==> src/rtl/jogo_pkg.sv <==
// rtl/jogo_pkg.sv - game states, screen geometry and gameplay constants for controle_jogo
package jogo_pkg;

    typedef enum logic [2:0] {
        ESPERA   = 3'd0,
        JOGANDO  = 3'd1,
        PAUSADO  = 3'd2,
        ATINGIDO = 3'd3,
        FIM      = 3'd4
    } estado_t;

    localparam int LARGURA_TELA = 640;
    localparam int ALTURA_TELA  = 480;
    localparam int Y_TOPO       = 20;
    localparam int VEL_INIMIGA  = 2;
    localparam int VIDAS_INI    = 3;
    localparam int QUADROS_HIT  = 60;
    localparam int RAIO_INIMIGA = 5;
    localparam int PONTOS_MAX   = 999;
    localparam int VEL_MAX      = 8;

    // Respawn x lands in [2R, LARGURA_TELA-2R-1]
    localparam int FAIXA_X      = LARGURA_TELA - 4 * RAIO_INIMIGA;
    localparam int MARGEM_X     = 2 * RAIO_INIMIGA;

endpackage

==> src/rtl/colisao_caixa.sv <==
// rtl/colisao_caixa.sv - combinational 11-bit point-vs-box overlap check
module colisao_caixa (
    input  logic [10:0] px,
    input  logic [10:0] py,
    input  logic [10:0] bx,
    input  logic [10:0] by,
    input  logic [10:0] margem,
    input  logic [10:0] alcance_x,
    input  logic [10:0] alcance_y,
    output logic        hit
);

    logic        x_ok;
    logic        y_ok;

    // Point left/above the box reference may reach back by margem; right/below by alcance
    always_comb begin
        x_ok = 1'b0;
        y_ok = 1'b0;
        if (px >= bx) x_ok = (px - bx) <= alcance_x;
        else          x_ok = (bx - px) <= margem;
        if (py >= by) y_ok = (py - by) <= alcance_y;
        else          y_ok = (by - py) <= margem;
    end

    assign hit = x_ok && y_ok;

endmodule

==> src/rtl/controle_jogo.sv <==
// rtl/controle_jogo.sv - game sequencer; DIFICULDADE_PROGRESSIVA_EN enables score-based enemy speed
module controle_jogo
    import jogo_pkg::*;
(
    input  logic       CLOCK_50,
    input  logic       reset,
    input  logic       fim_quadro,
    input  logic       iniciar,
    input  logic       pausa,
    input  logic [9:0] x_bola_aliada,
    input  logic [9:0] y_bola_aliada,
    input  logic [9:0] raio_bola_aliada,
    input  logic [9:0] x_nave,
    input  logic [9:0] y_nave,
    input  logic [9:0] largura_nave,
    input  logic [9:0] altura_nave,
    output logic [9:0] x_bola_inimiga,
    output logic [9:0] y_bola_inimiga,
    output logic [9:0] raio_bola_inimiga,
    output logic       reiniciarJogo,
    output logic       perdeu,
    output logic [1:0] vidas,
    output logic [9:0] pontos,
    output logic [2:0] estado
);

    localparam logic [10:0] RAIO_L   = 11'(RAIO_INIMIGA);
    localparam logic [10:0] Y_LIMITE = 11'(ALTURA_TELA - RAIO_INIMIGA);

    estado_t     est;
    logic [9:0]  lfsr;
    logic [5:0]  cnt_quadros;
    logic [10:0] soma_aliada;
    logic [10:0] vel;
    logic [10:0] y_soma;
    logic [9:0]  lfsr_mod;
    logic [9:0]  x_respawn;
    logic        hit_aliada;
    logic        hit_nave;

    assign soma_aliada = {1'b0, raio_bola_aliada} + RAIO_L;

    colisao_caixa u_col_aliada (
        .px        ({1'b0, x_bola_inimiga}),
        .py        ({1'b0, y_bola_inimiga}),
        .bx        ({1'b0, x_bola_aliada}),
        .by        ({1'b0, y_bola_aliada}),
        .margem    (soma_aliada),
        .alcance_x (soma_aliada),
        .alcance_y (soma_aliada),
        .hit       (hit_aliada)
    );

    colisao_caixa u_col_nave (
        .px        ({1'b0, x_bola_inimiga}),
        .py        ({1'b0, y_bola_inimiga}),
        .bx        ({1'b0, x_nave}),
        .by        ({1'b0, y_nave}),
        .margem    (RAIO_L),
        .alcance_x ({1'b0, largura_nave} + RAIO_L),
        .alcance_y ({1'b0, altura_nave} + RAIO_L),
        .hit       (hit_nave)
    );

`ifdef DIFICULDADE_PROGRESSIVA_EN
    logic [10:0] vel_bruta;
    assign vel_bruta = 11'(VEL_INIMIGA) + {4'b0, pontos[9:3]};
    assign vel       = (vel_bruta > 11'(VEL_MAX)) ? 11'(VEL_MAX) : vel_bruta;
`else
    assign vel = 11'(VEL_INIMIGA);
`endif

    assign y_soma = {1'b0, y_bola_inimiga} + vel;

    // One conditional subtraction suffices: 1023 - FAIXA_X < FAIXA_X
    assign lfsr_mod  = (lfsr >= 10'(FAIXA_X)) ? lfsr - 10'(FAIXA_X) : lfsr;
    assign x_respawn = lfsr_mod + 10'(MARGEM_X);

    assign raio_bola_inimiga = 10'(RAIO_INIMIGA);
    assign estado            = est;

    always_ff @(posedge CLOCK_50 or negedge reset) begin
        if (!reset) begin
            est            <= ESPERA;
            vidas          <= 2'(VIDAS_INI);
            pontos         <= '0;
            x_bola_inimiga <= 10'(LARGURA_TELA / 2);
            y_bola_inimiga <= 10'(Y_TOPO);
            reiniciarJogo  <= 1'b0;
            perdeu         <= 1'b0;
            lfsr           <= 10'h2A5;
            cnt_quadros    <= '0;
        end else begin
            lfsr          <= {lfsr[8:0], lfsr[9] ^ lfsr[6]};
            reiniciarJogo <= 1'b0;
            case (est)
                ESPERA: begin
                    x_bola_inimiga <= 10'(LARGURA_TELA / 2);
                    y_bola_inimiga <= 10'(Y_TOPO);
                    if (iniciar) begin
                        est           <= JOGANDO;
                        reiniciarJogo <= 1'b1;
                        vidas         <= 2'(VIDAS_INI);
                        pontos        <= '0;
                    end
                end
                JOGANDO: begin
                    if (pausa) begin
                        est <= PAUSADO;
                    end else if (fim_quadro) begin
                        if (hit_nave) begin
                            vidas <= vidas - 2'd1;
                            if (vidas == 2'd1) begin
                                est    <= FIM;
                                perdeu <= 1'b1;
                            end else begin
                                est         <= ATINGIDO;
                                cnt_quadros <= '0;
                            end
                        end else if (hit_aliada) begin
                            if (pontos < 10'(PONTOS_MAX)) pontos <= pontos + 10'd1;
                            x_bola_inimiga <= x_respawn;
                            y_bola_inimiga <= 10'(Y_TOPO);
                        end else if (y_soma >= Y_LIMITE) begin
                            x_bola_inimiga <= x_respawn;
                            y_bola_inimiga <= 10'(Y_TOPO);
                        end else begin
                            y_bola_inimiga <= y_soma[9:0];
                        end
                    end
                end
                PAUSADO: begin
                    if (!pausa) est <= JOGANDO;
                end
                ATINGIDO: begin
                    if (fim_quadro) begin
                        if (cnt_quadros == 6'(QUADROS_HIT - 1)) begin
                            est            <= JOGANDO;
                            cnt_quadros    <= '0;
                            x_bola_inimiga <= x_respawn;
                            y_bola_inimiga <= 10'(Y_TOPO);
                        end else begin
                            cnt_quadros <= cnt_quadros + 6'd1;
                        end
                    end
                end
                FIM: begin
                    if (iniciar) begin
                        est            <= ESPERA;
                        perdeu         <= 1'b0;
                        x_bola_inimiga <= 10'(LARGURA_TELA / 2);
                        y_bola_inimiga <= 10'(Y_TOPO);
                    end
                end
                default: est <= ESPERA;
            endcase
        end
    end

endmodule

==> config.mk <==
export PLATFORM = sky130hd
export DESIGN_NAME = controle_jogo
export DESIGN_NICKNAME = d
export VERILOG_FILES = /design/src/rtl/jogo_pkg.sv /design/src/rtl/colisao_caixa.sv /design/src/rtl/controle_jogo.sv
export SDC_FILE = /design/constraint.sdc
export NUM_CORES = 1
export LEC_CHECK = 0
export ABC_AREA = 1
export BUFFER_PORTS_ARGS = -buffer_cell sky130_fd_sc_hd__buf_2
export CELL_PAD_IN_SITES_DETAIL_PLACEMENT = 0
export CELL_PAD_IN_SITES_GLOBAL_PLACEMENT = 1
export CORE_MARGIN = 2
export CORE_UTILIZATION = 46
export CTS_CLUSTER_DIAMETER = 30
export DETAILED_ROUTE_END_ITERATION = 12
export PLACE_DENSITY = 0.86
export SYNTH_ARGS = -nofsm -noshare
export SYNTH_HDL_FRONTEND = slang
export SYNTH_SLANG_ARGS = --single-unit
export TNS_END_PERCENT = 30
==> constraint.sdc <==
create_clock -name CLOCK_50 -period 5.3 [get_ports CLOCK_50]
set_input_delay 0.265 -clock CLOCK_50 [delete_from_list [all_inputs] [get_ports CLOCK_50]]
set_output_delay 0.265 -clock CLOCK_50 [all_outputs]
set_load 0.1 [all_outputs]
# Word-level counts from Yosys, hierarchy flattened
# Cells that the tools add are included.
# classes
n_addsub,17
n_lt_le_gt_ge,15
n_eq_ne,22
n_mux,60
n_bitwise,1
reduce_logical,14
# op_table
operator,count
two-way mux 10 bit,23
subtractor 10 x 10 -> 11 bit,8
case mux 10 bit (4 select lines),2
<= comparator 11 bit,6
greater-or-equal comparator 10 bit,4
two-way mux 6 bit,6
"adder 10 x 3 -> 11 bit, second input constant",3
two-way mux 3 bit,9
"!= test 2 bit, second input constant",13
"<= comparator 11 x 3 -> 1 bit, second input constant",2
AND reduction 7 bit,3
case mux 10 bit (2 select lines),1
case mux 3 bit (5 select lines),1
case mux 6 bit (2 select lines),1
AND reduction 6 bit,2
"adder 10 x 2 -> 11 bit, second input constant",1
"greater-or-equal comparator 11 x 9 -> 1 bit, second input constant",1
two-way mux 1 bit,11
"adder 10 x 1 -> 10 bit, second input constant",1
"adder 10 x 4 -> 10 bit, second input constant",1
"greater-or-equal comparator 10 bit, second input constant",1
"less-than comparator 10 bit, second input constant",1
"subtractor 10 bit, second input constant",1
"!= test 3 bit, second input constant",3
17 further kinds,24
# word_totals
reg_bits,53
in_bits,75
output_inout_bits,47
elab_cells,138

# Longest topological paths before layout
# depth
ltp_word,9
depth_mapped,26
depth_no_buf,25

# By module
# Synthesis repeated with hierarchy kept, for this count alone.
# unflattened
cells_unflattened,1542
area_unflattened_um2,10237.3
# modules_own_cells
mod,n_inst,cells_per_inst,area_each_um2,seq_area_each_um2
controle_jogo,1,475,3532.1,1315.0
colisao_caixa (u_col_aliada),1,537,3365.7,0.0
colisao_caixa (u_col_nave),1,530,3339.5,0.0

# Worst setup path before layout
# Ideal clock, no wire load.
# synth_timing
path_kind,register to register
start,register y_bola_inimiga[3]
end,register x_bola_inimiga[1]
setup_time_ns,0.121
arrival_time_ns,3.798
required_ns,5.179
path_slack_ns,1.381
path_stages_with_launch,22
n_path_buf,1
period_less_slack_ns,3.919
path_cell_list,dfrtp_1 -> ha_1 -> buf_2 -> a21oi_1 -> o21ai_0 -> nand2_1 -> nand2_1 -> a21oi_1 -> nor3_1 -> a2111oi_0 -> ha_1 -> a21oi_1 -> o21a_1 -> nand3_1 -> nand2_1 -> inv_1 -> nand2_1 -> nand3_2 -> nand3_2 -> nand4_2 -> nand2_1 -> nand2_1
# synth_between
elab_chain_cells,9
word_cells_on_any_way,24
cone_classes,add/sub (5); order compare (7); eq/ne (2); mux (7); reduce/logical (3)
# synth_rtl
element,line_no,rtl
from (decl),controle_jogo.sv:18,"output logic [9:0] y_bola_inimiga,"
from (signal assigned),controle_jogo.sv:88,y_bola_inimiga <= 10'(Y_TOPO);
from (signal assigned),controle_jogo.sv:99,y_bola_inimiga <= 10'(Y_TOPO);
from (signal assigned),controle_jogo.sv:123,y_bola_inimiga <= 10'(Y_TOPO);
"subtractor 10 x 10 -> 11 bit, on equally long branches","colisao_caixa.sv:23, colisao_caixa.sv:22",
"<= comparator 11 bit, on equally long branches","colisao_caixa.sv:23, colisao_caixa.sv:22",
two-way mux 1 bit,colisao_caixa.sv:22,if (py >= by) y_ok = (py - by) <= alcance_y;
logical AND 1 bit,colisao_caixa.sv:26,assign hit = x_ok && y_ok;
two-way mux 10 bit,controle_jogo.sv:120,end else if (hit_aliada) begin
two-way mux 10 bit,controle_jogo.sv:111,if (hit_nave) begin
two-way mux 10 bit,controle_jogo.sv:110,end else if (fim_quadro) begin
two-way mux 10 bit,controle_jogo.sv:108,if (pausa) begin
case mux 10 bit (4 select lines),controle_jogo.sv:96,case (est)
to (signal assigned),controle_jogo.sv:98,x_bola_inimiga <= 10'(LARGURA_TELA / 2);
to (signal assigned),controle_jogo.sv:122,x_bola_inimiga <= x_respawn;
to (signal assigned),controle_jogo.sv:125,x_bola_inimiga <= x_respawn;
to (decl),controle_jogo.sv:17,"output logic [9:0] x_bola_inimiga,"
# Parallel ways exist; a longest one is shown, timed or not. The select of a mux whose other input is x is not followed.
# A chain may end at the register's enable or synchronous reset.

# Worst setup path after layout
# layout_timing
start,register x_bola_inimiga[0]
end,register x_bola_inimiga[4]
# layout_between
elab_chain_cells,9
word_cells_on_any_way,22
cone_classes,add/sub (4); order compare (6); eq/ne (2); mux (7); reduce/logical (3)
# layout_rtl
element,line_no,rtl
from (signal assigned),controle_jogo.sv:87,x_bola_inimiga <= 10'(LARGURA_TELA / 2);
from (signal assigned),controle_jogo.sv:98,
from (signal assigned),controle_jogo.sv:122,
"subtractor 10 x 10 -> 11 bit, on equally long branches","colisao_caixa.sv:21, colisao_caixa.sv:20",
"<= comparator 11 bit, on equally long branches","colisao_caixa.sv:21, colisao_caixa.sv:20",
two-way mux 1 bit,colisao_caixa.sv:20,if (px >= bx) x_ok = (px - bx) <= alcance_x;
logical AND 1 bit,colisao_caixa.sv:26,
two-way mux 10 bit,controle_jogo.sv:120,
two-way mux 10 bit,controle_jogo.sv:111,
two-way mux 10 bit,controle_jogo.sv:110,
two-way mux 10 bit,controle_jogo.sv:108,
case mux 10 bit (4 select lines),controle_jogo.sv:96,
# Parallel ways exist; a longest one is shown, timed or not. The select of a mux whose other input is x is not followed.

==> flow_metrics.py <==
metrics = {
    "setup_path": {
        "cpMaxStageDelayCell": "dfrtp_1",
        "regToRegSetupSlack_ps": 1020,
        "path_cells": "inv_1 > ha_1 > inv_1 > fa_1 > nand3_1 > nand2_1 > nand2_1 > nand2_1 > a21oi_1 > nor3_1 > a2111oi_0 > ha_1 > a21oi_1 > o21a_1 > nand3_1 > nand2_1 > nand2_1 > nand2_1 > nand3_2 > nand3_2 > nand4_2 > nand2_1 > nand2_1",
        "critPathMaxStageDelay_ps": 480,
        "worst_path_dominant_cell_family": "simple AND/OR/NAND/NOR gates",
        "cpMostUsedCell": "nand2_1",
        "criticalPathCategory": "register to register",
        "endpoint_kind": "register",
        "cp.required_ps": 5480,
        "worstPathArrival_ps": 4460,
        "critPathLaunchType": "register",
        "crit_fanout": 18,
        "cp.buffers_inverters": 2,
    },
    "synth": {
        "synth_top_cell_by_area": "ha_1",
        "ys_seq_elements": 52,
        "async_reset_ff_frac": 1.000,
        "post_synth_num_cell_types": 48,
        "syn-instance-count": 1337,
        "synth-edff-count": 0,
        "synth.avg_cell_area_um2": 6.679,
        "yosys.area.top_type_share": 0.2144,
        "synth_ff_type": "dfrtp_1",
        "synth_area_um2": 8930,
        "yosysSeqAreaShare": 0.1473,
        "yosysWarnings": 0,
        "synth.most_common_cell": "nand2_1",
        "synth_commonest_cells": "nand2_1 (317), inv_1 (190), ha_1 (153)",
        "yosys-top-cells-area": "ha_1 (21%), nand2_1 (13%), dfrtp_1 (11%), inv_1 (8.0%), xor2_1 (7.2%)",
    },
    "clock_network": {
        "post_cts_resized": 0,
        "cts_tree": "yes",
        "hold_buffers": 0,
        "cts_buffers": 5,
        "cts_setup_buffers": 0,
        "insertion_delay_ps": 290,
        "cts-root-buf": "clkbuf_16",
        "clk_pin_slew_worst_paths_ps": 80,
        "cts.sinks": 52,
        "h-tree-depth": 2,
        "clock_path_buffers": 2,
    },
    "placement": {
        "place_ws_ps": 1009,
        "portBuffers": 110,
        "dpl_cell_area_um2": 9594,
        "gp_congestion": 0.8790,
        "hpwl_um": 18640,
    },
    "finish": {
        "final_cell_area_um2": 9747,
        "synthToLayoutAreaGrowth_pct": 9.150,
        "final_net_count": 1661,
        "layout-drive-gt1-share": 0.1220,
        "diodes": 0,
    },
    "timing": {
        "fin_tns_setup_ps": 0,
        "tightest_slew_ps": 644.2,
        "setup_ws_ps": 1018,
        "slew_headroom": 0.5594,
        "hold_violations": 0,
        "fin_skew_ps": 6.576,
        "setup_violations": 0,
        "fin_crit_sh": 0.8079,
        "fmax_mhz": 233.5,
        "rsz0062_at_grt": "false",
        "fin_crit_ps": 4282,
        "final_max_slew_viol_count": 0,
    },
    "pwr": {
        "power.share.clock": 0.092,
        "swShare": 0.5925,
        "intPower_w": 0.001484,
        "p_leak_nw": 5.371,
        "power_frac_comb": 0.735,
        "powerDensity_nw_per_um2": 373.6,
        "ir_drop_mv": 0.4820,
        "p_seq_frac": 0.173,
        "p_sw_w": 0.002158,
    },
    "floorplanning": {
        "die_w_um": 143.3,
        "initial_core_util": 0.4726,
        "io_pins": 122,
        "fp.dieArea_um2": 20540,
        "std_cell_rows": 50,
        "chipHeight_um": 143.3,
        "coreArea_um2": 18890,
    },
    "outcome": {
        "status": "finished, final reports clean",
    },
    "drt": {
        "vias_per_cell": 5.031,
        "remaining_drc_errors": 0,
        "vias": 8482,
        "routed_wl_um": 22250,
        "dr.first_iter.drc_count": 550,
        "ant_nets": 0,
        "drt_first_pass_iters": 5,
        "detail_route.wl_per_cell_um": 13.20,
    },
    "hold_path": {
        "hold_class": "primary input to asynchronous set/reset pin",
    },
    "grt": {
        "grt_max_degree": 53,
        "grt_pass1_wl_um": 37630,
        "grt_pass1_vias": 7992,
        "grt_overflow_total": 0,
        "grt_usage": 0.2195,
        "antenna_found_initial": 0,
    },
    "flow_run": {
        "cap_violations": 0,
    },
}
-- per-stage QoR --
step,instances,hold slack (ps),utilization,total power [W]
floorplan,1348,-30.59,-,0.002780
global placement,1678,401.0,0.5078,0.003274
detailed placement,1678,397.8,0.5078,0.003301
CTS,1686,121.6,0.5159,0.003649
global route,1686,170.4,0.5159,0.004029
finish,1686,95.57,0.5159,0.003642
-- cell type report --
type / count / area (um2)
Timing Repair Buffer: 112 / 565.5
Inverter: 193 / 724.4
Clock buffer: 5 / 125.1
Sequential cell: 52 / 1315
Multi-Input combinational cell: 1061 / 6664
Fill cell: 1972 / 9146
Clock inverter: 3 / 27.53
Tap cell: 260 / 325.3
-- flip-flops by register name (all words and copies together), names as in the netlist --
name            count
cnt_quadros         6
perdeu              1
pontos             10
vidas               2
estado              3
y_bola_inimiga      9
lfsr               10
x_bola_inimiga     10
reiniciarJogo       1
-- final timing paths --
check	start	endpoint	cells after the start
max in group asynchronous	reset	lfsr[3]	2
min in group CLOCK_50	iniciar	reiniciarJogo	3
max reg2reg	x_bola_inimiga[0]	x_bola_inimiga[4]	23
min reg2reg	lfsr[7]	lfsr[8]	0
min	reset	pontos[6]	2
max	x_bola_inimiga[0]	x_bola_inimiga[4]	23
-- cell usage in the layout, fill, tap and decap left out, drive strengths merged, types with 8 or more instances in the layout --
| cell type | Yosys | layout |
|---|---|---|
| nor2 | 116 | 116 |
| xor2 | 73 | 73 |
| o21ai | 59 | 59 |
| conb | 2 | 13 |
| dfstp | 11 | 11 |
| ha | 153 | 153 |
| fa | 8 | 8 |
| inv | 193 | 194 |
| nand3 | 92 | 92 |
| xnor2 | 15 | 15 |
| buf | 34 | 112 |
| nand4 | 45 | 45 |
| dfrtp | 41 | 41 |
| nand2 | 331 | 331 |
| nor3 | 11 | 11 |
| a21oi | 94 | 94 |
-- worst register-to-register path, stage by stage (launching register included) --
cell and delay, ps:
dfrtp_1 480, inv_1 140, ha_1 200, inv_1 60, fa_1 410, nand3_1 120
nand2_1 90, nand2_1 80, nand2_1 50, a21oi_1 280, nor3_1 90, a2111oi_0 350
ha_1 320, a21oi_1 150, o21a_1 150, nand3_1 70, nand2_1 60, nand2_1 40
nand2_1 70, nand3_2 130, nand3_2 310, nand4_2 310, nand2_1 150, nand2_1 60
-- kinds of logic (layout without fill, tap and decap cells) --
| group | count (synthesis) | in the layout | share of synthesized area |
|---|---|---|---|
| fa+ha+maj | 161 | 161 | 0.2323 |
| flops | 52 | 52 | 0.1473 |
| buf+inv | 235 | 313 | 0.1111 |
| other cells | 2 | 13 | 0.0008410 |
| simple gates | 615 | 615 | 0.3032 |
| compound gates | 184 | 184 | 0.1190 |
| xor+xnor | 88 | 88 | 0.08631 |
-- power groups by stage --
stage	logic (W)	registers, W	clock network, W
after floorplan	0.00177	0.00101	0
after global placement	0.00264	0.000634	0
after detailed placement	0.00266	0.000637	0
after CTS	0.00267	0.000631	0.000344
after global routing	0.00302	0.000648	0.000358
final	0.00268	0.000631	0.000334
-- per-layer routing --
layer | global-route usage | share of wire
met5 | 0 | 0
met4 | 0.01445 | 0.0027
met3 | 0.01966 | 0.043
met2 | 0.3566 | 0.43
met1 | 0.3309 | 0.52
No activity file was read; power rests on OpenSTA's default activity.
